**src/rtl/divider_pkg.sv**
```systemverilog
// Shared FSM encoding and counter sizing for the taint-tracking word divider.
package divider_pkg;

  typedef enum logic [1:0] {
    StIdle,
    StLoad,
    StRun,
    StDone
  } div_state_e;

  localparam int unsigned DefaultWidth = 32;

  // The iteration counter must be able to hold the value WIDTH itself.
  function automatic int unsigned cnt_width(input int unsigned width);
    return $clog2(width + 1);
  endfunction

  localparam int unsigned DefaultCntW = cnt_width(DefaultWidth);

endpackage

```
**src/rtl/divider_datapath_taint_track_word.sv**
```systemverilog
// Restoring shift-subtract datapath plus control/data taint registers and held results.
module divider_datapath_taint_track_word #(
  parameter int unsigned WIDTH = 32
) (
  input  logic             clk,
  input  logic             rst,
  input  logic             idle,
  input  logic             load,
  input  logic             run,
  input  logic             done,
  input  logic             start_t,
  input  logic [WIDTH-1:0] dividend,
  input  logic             dividend_t,
  input  logic [WIDTH-1:0] divisor,
  input  logic             divisor_t,
  output logic [WIDTH-1:0] quotient,
  output logic             quotient_t,
  output logic [WIDTH-1:0] remainder,
  output logic             remainder_t,
  output logic             divByZero,
  output logic             divByZero_t,
  output logic             quotientDone_t
);

  logic [WIDTH:0]   rem_q;
  logic [WIDTH-1:0] quo_q;
  logic [WIDTH-1:0] dvs_q;
  logic             ctrl_t_q;
  logic             op_t_q;
  logic             dvs_t_q;

  logic [WIDTH-1:0] quo_out_q;
  logic [WIDTH-1:0] rem_out_q;
  logic             dbz_q;
  logic             res_t_q;
  logic             dbz_t_q;

  logic [WIDTH+1:0] rem_sh;
  logic [WIDTH+1:0] diff;
  logic             fits;
  logic [WIDTH-1:0] quo_sh;

  // Top bit of rem_q is always zero between steps, so diff's MSB is a clean sign.
  always_comb begin
    rem_sh = {rem_q, quo_q[WIDTH-1]};
    diff   = rem_sh - {2'b00, dvs_q};
    fits   = ~diff[WIDTH+1];
    quo_sh = {quo_q[WIDTH-2:0], 1'b0};
  end

  always_ff @(posedge clk or posedge rst) begin
    if (rst) begin
      rem_q    <= '0;
      quo_q    <= '0;
      dvs_q    <= '0;
      ctrl_t_q <= 1'b0;
      op_t_q   <= 1'b0;
      dvs_t_q  <= 1'b0;
    end else begin
      if (idle) begin
        ctrl_t_q <= start_t;
      end
      if (load) begin
        rem_q   <= '0;
        quo_q   <= dividend;
        dvs_q   <= divisor;
        op_t_q  <= dividend_t | divisor_t;
        dvs_t_q <= divisor_t;
      end else if (run) begin
        rem_q <= fits ? diff[WIDTH:0] : rem_sh[WIDTH:0];
        quo_q <= {quo_sh[WIDTH-1:1], fits};
      end
    end
  end

  always_ff @(posedge clk or posedge rst) begin
    if (rst) begin
      quo_out_q <= '0;
      rem_out_q <= '0;
      dbz_q     <= 1'b0;
      res_t_q   <= 1'b0;
      dbz_t_q   <= 1'b0;
    end else if (done) begin
      quo_out_q <= quo_q;
      rem_out_q <= rem_q[WIDTH-1:0];
      dbz_q     <= (dvs_q == '0);
      res_t_q   <= op_t_q | ctrl_t_q;
      dbz_t_q   <= dvs_t_q | ctrl_t_q;
    end
  end

  // Results are visible during the DONE cycle itself and held afterwards.
  always_comb begin
    quotient       = done ? quo_q : quo_out_q;
    remainder      = done ? rem_q[WIDTH-1:0] : rem_out_q;
    divByZero      = done ? (dvs_q == '0) : dbz_q;
    quotient_t     = done ? (op_t_q | ctrl_t_q) : res_t_q;
    remainder_t    = quotient_t;
    divByZero_t    = done ? (dvs_t_q | ctrl_t_q) : dbz_t_q;
    quotientDone_t = ctrl_t_q;
  end

endmodule

```
**src/rtl/divider_taint_track_word.sv**
```systemverilog
// Unsigned restoring divider with fixed WIDTH+2 cycle latency and taint propagation.
module divider_taint_track_word
  import divider_pkg::*;
#(
  parameter int unsigned WIDTH = 32
) (
  input  logic             clk,
  input  logic             rst,
  input  logic             start,
  input  logic             start_t,
  input  logic [WIDTH-1:0] dividend,
  input  logic             dividend_t,
  input  logic [WIDTH-1:0] divisor,
  input  logic             divisor_t,
  output logic [WIDTH-1:0] quotient,
  output logic             quotient_t,
  output logic [WIDTH-1:0] remainder,
  output logic             remainder_t,
  output logic             quotientDone,
  output logic             quotientDone_t,
  output logic             divByZero,
  output logic             divByZero_t
);

  localparam int unsigned CntW = cnt_width(WIDTH);

  div_state_e      state_q, state_d;
  logic [CntW-1:0] cnt_q, cnt_d;

  always_ff @(posedge clk or posedge rst) begin
    if (rst) begin
      state_q <= StIdle;
      cnt_q   <= '0;
    end else begin
      state_q <= state_d;
      cnt_q   <= cnt_d;
    end
  end

  always_comb begin
    state_d = state_q;
    cnt_d   = cnt_q;
    unique case (state_q)
      StIdle: begin
        if (start) begin
          state_d = StLoad;
        end
      end
      StLoad: begin
        cnt_d   = CntW'(WIDTH);
        state_d = StRun;
      end
      StRun: begin
        cnt_d = cnt_q - CntW'(1);
        if (cnt_q == CntW'(1)) begin
          state_d = StDone;
        end
      end
      StDone: begin
        state_d = StIdle;
      end
      default: begin
        state_d = StIdle;
      end
    endcase
  end

  assign quotientDone = (state_q == StDone);

  divider_datapath_taint_track_word #(
    .WIDTH(WIDTH)
  ) u_datapath (
    .clk            (clk),
    .rst            (rst),
    .idle           (state_q == StIdle),
    .load           (state_q == StLoad),
    .run            (state_q == StRun),
    .done           (state_q == StDone),
    .start_t        (start_t),
    .dividend       (dividend),
    .dividend_t     (dividend_t),
    .divisor        (divisor),
    .divisor_t      (divisor_t),
    .quotient       (quotient),
    .quotient_t     (quotient_t),
    .remainder      (remainder),
    .remainder_t    (remainder_t),
    .divByZero      (divByZero),
    .divByZero_t    (divByZero_t),
    .quotientDone_t (quotientDone_t)
  );

endmodule

```
**config.mk**
```make
export PLATFORM = sky130hd
export DESIGN_NAME = divider_taint_track_word
export DESIGN_NICKNAME = d
export VERILOG_FILES = /design/src/rtl/divider_pkg.sv /design/src/rtl/divider_datapath_taint_track_word.sv /design/src/rtl/divider_taint_track_word.sv
export SDC_FILE = /design/constraint.sdc
export NUM_CORES = 1
export LEC_CHECK = 0
export ABC_CLOCK_PERIOD_IN_PS = 5800
export CELL_PAD_IN_SITES_DETAIL_PLACEMENT = 0
export CELL_PAD_IN_SITES_GLOBAL_PLACEMENT = 1
export CORE_ASPECT_RATIO = 2
export CORE_MARGIN = 1
export CORE_UTILIZATION = 39
export CTS_CLUSTER_DIAMETER = 150
export DETAILED_ROUTE_END_ITERATION = 12
export GPL_ROUTABILITY_DRIVEN = 0
export PLACE_DENSITY = 0.87
export SYNTH_ARGS = -nofsm -noshare
export SYNTH_HDL_FRONTEND = slang
export SYNTH_SLANG_ARGS = --single-unit
```
**constraint.sdc**
```tcl
create_clock -name clk -period 5.8 [get_ports clk]
set_input_delay 0.87 -clock clk [delete_from_list [all_inputs] [get_ports clk]]
set_output_delay 0.87 -clock clk [all_outputs]
set_load 0.005 [all_outputs]
```
==> results.md <==
* H-tree levels at 4
* Setup crit start kind: flip-flop
* Hold Crit Endpoint: cnt_q[5]
* Postcts setup bufs at 0
* Worst path slowest cell: clkdlybuf4s50_1
* Top delay family on crit path: simple AND/OR/NAND/NOR gates
* Endpoint class of the critical path: output port
* R2r endpoint: u_datapath.rem_q[27]
* Via count of the first global-routing pass at 7311
* Die Ht at 218 um
* Initial Utilization at 40.0%
* RSZ-0062 raised after global routing: no
* Leak Pwr at 4.86 nW
* Routed len/inst at roughly 18 um
* Number of synthesized flops with an enable pin at 0
* Buf/Inv on CP at 1
* Critical path type: flip-flop to output port
* Register Area at 4380 um^2
* Ys async rst share at 100%
* Drt via density at 5.38
* Worst-case clock skew at approximately 8 ps
* Startpoint of the worst hold path: cnt_q[5]
* Main synth FF type: dfrtp_1
* Final Util at 49.6%
* CORE AREA at 22700 um^2
* DRC at 0
* Die footprint at 24000 um^2
* GRT overflow at 0
* CTS tree: done
* Final Max Slew Viols at 0
* Worst Path Arrival at between 2000 and 3000 ps
* Largest area contributor in the synthesized netlist: dfrtp_1
* Diode count at 0
* CTS max path bufs at 2
* Min-delay worst type: flip-flop to flip-flop
* Sink Count at 175
* Worst path max stage delay at between 600 and 700 ps
* Total Power at 0.00801 W
* Drt first pass iters at 4
* Multi-input gate area at 4350 um^2
* Final wirelength at 22.7 mm
* Clock slew at the register clock pins of the worst setup and hold paths at 60 ps
* R2R depth at 10
* Resized cells post-CTS at 0
* Hpwl dp at 16.2 mm
* Final min period at 3810 ps
* Area Overhead vs Synth at 24.1%
* CTS root buffer: clkbuf_16
* R2r startpoint: u_datapath.dvs_q[1]
* Setup tns final at 0 ps
* Placed insts at 1237
* Worst-margin pin slew at between 1000 and 1500 ps
* Maxcap violations at 0
* Ys Warns at 0
* Setup Viol. Count Final at 0
* Synth cell types at 58
* Tcrit/Tclk final at between 60% and 70%
* #FFs+latches synth at around 180
* Crit path cell chain: nor4_1, nand4_1, nor4_1, nand4_1, o21ai_0, clkdlybuf4s50_1
* Drt initial violations at slightly below 200
* Most frequent cells in the layout: dfrtp_1, clkdlybuf4s50_1, a21oi_1
* Hold Slack at 480 ps
* CTS buffer count at 17
* Ranking of synthesized cells by area: dfrtp_1, mux2_2, mux2i_1, ha_1, a21oi_1
* Final hold vios at 0
* Worst hold stages at 1
* ANT nets after route at 0
* Worst vdd ir at about 0.00033 V
* Layout cells sized above 1 at 12.3%
* Mapped Area at ~9100 um^2
* First-pass GRT wire length at 36.7 mm
* # fillers at 2093
* Post-synthesis sequential area ratio at 48.2%
* Initial antenna violation count at 0
* Via Count at 6805
* Rel. slew slack at 23.0%
* Cell Rows at 78
* Critical Path Fanout Max at 2
* Post-layout net count at ~1.1k
* Pwr per Cell Area at 710 nW/um^2
* Synth top area share at between 40% and 50%
* Number of I/O port buffers at 139
* CP required at 4930 ps
* Total track usage at 20.6%
* Outcome: finished clean
* Fmax at 263 MHz
* Post-Synthesis Net Count at 965
* Hold Buf Count CTS at 0
* Fin cells at about 1.3k
* Avg Synthesized Cell Area at 10.6 um^2
* I/O pins at 140
* Largest net degree at the start of global routing at between 90 and 100
* Reg2reg setup slack at 2510 ps
* Commonest non-fill, non-tap cell in the layout: dfrtp_1
* Clock latency at the later pin of the worst-skew pair at roughly 440 ps
* Die W at 110 um
* Post-Synthesis Cells at 855
where the power goes:
group | internal (W) | switching (W)
Clock | 0.000605 | 0.000477
Combinational | 0.00221 | 0.00260
Sequential | 0.00178 | 0.000337
Total | 0.00460 | 0.00341
sequential cells by signal, indices dropped and copies added (netlist names):
name,flops
u_datapath.dvs_t_q,1
u_datapath.quo_out_q,32
state_q,2
u_datapath.quo_q,32
u_datapath.dbz_t_q,1
cnt_q,6
u_datapath.dvs_q,32
u_datapath.dbz_q,1
u_datapath.rem_q,33
u_datapath.res_t_q,1
u_datapath.op_t_q,1
u_datapath.quotientDone_t,1
u_datapath.rem_out_q,32
how the worst max path moves through the flow:
stage                 to  depth (start not counted)                 start
4_1_cts        divByZero                          6  u_datapath.dvs_q[28]
5_1_grt        divByZero                          7            state_q[0]
6_report       divByZero                          6   u_datapath.dvs_q[2]
3_3_place_gp   divByZero                          7            state_q[0]
3_5_place_dp   divByZero                          6  u_datapath.dvs_q[28]
2_1_floorplan   cnt_q[0]                          1                   rst
through the flow:
step | area [um^2] | worst slack [ps]
after global routing | 11300 | 1830
after floorplan | 9090 | 185
final | 11300 | 1990
after CTS | 11300 | 1920
after global placement | 10700 | 2380
after detailed placement | 10700 | 2440
cell type report:
class	count	area share, %
clock inverters	10	0.821
multi-input cells	583	38.6
repair buffers	145	12.8
well taps	280	3.10
inverters	54	1.84
flip-flops and latches	175	38.8
clock buffers	19	4.01
logic make-up (layout without fill, tap and decap cells):
kind of cell             Yosys count  after routing  share of synthesized area [%]
AO/OA/AOI/OAI                    219            219                           16.2
buffers and inverters             97            228                           4.29
multiplexers                     127            127                           14.9
XOR/XNOR                          25             25                           2.41
AND/OR/NAND/NOR                  172            172                           8.48
flip-flops                       175            175                           48.2
adder cells (fa/ha/maj)           40             40                           5.59
per-layer routing:
metal	track usage (%)	up-vias	routed length [um]
met5	0	-	0
met4	13.2	0	1140
met3	4.45	59	1000
li1	-	3268	-
met2	36.7	165	12200
met1	21.0	3313	8300
Yosys cell counts, drive strengths merged (3+ instances only):
cell	count
dfrtp	175
o22ai	4
and2	3
buf	12
o21ai	57
clkbuf	31
a22o	5
o21a	5
a31oi	6
a211oi	8
nor4	6
nand2	62
inv	54
a21o	15
nand2b	6
o221ai	7
ha	39
xnor2	17
nor3	7
mux2	68
mux2i	59
o21bai	3
o2bb2ai	19
nand4	8
xor2	8
nor2	61
nand3	13
a21oi	74
worst reg2reg max path: stages (launching register included):
cell      delay [ps]
dfrtp_1          410
inv_1             90
ha_1             280
a21o_1           140
a41oi_2          200
o31ai_4          470
a31oi_4          210
o31a_4           350
nor2_8           590
nand2_1          250
o221ai_1         230
Power figures use the tool's default switching activity.
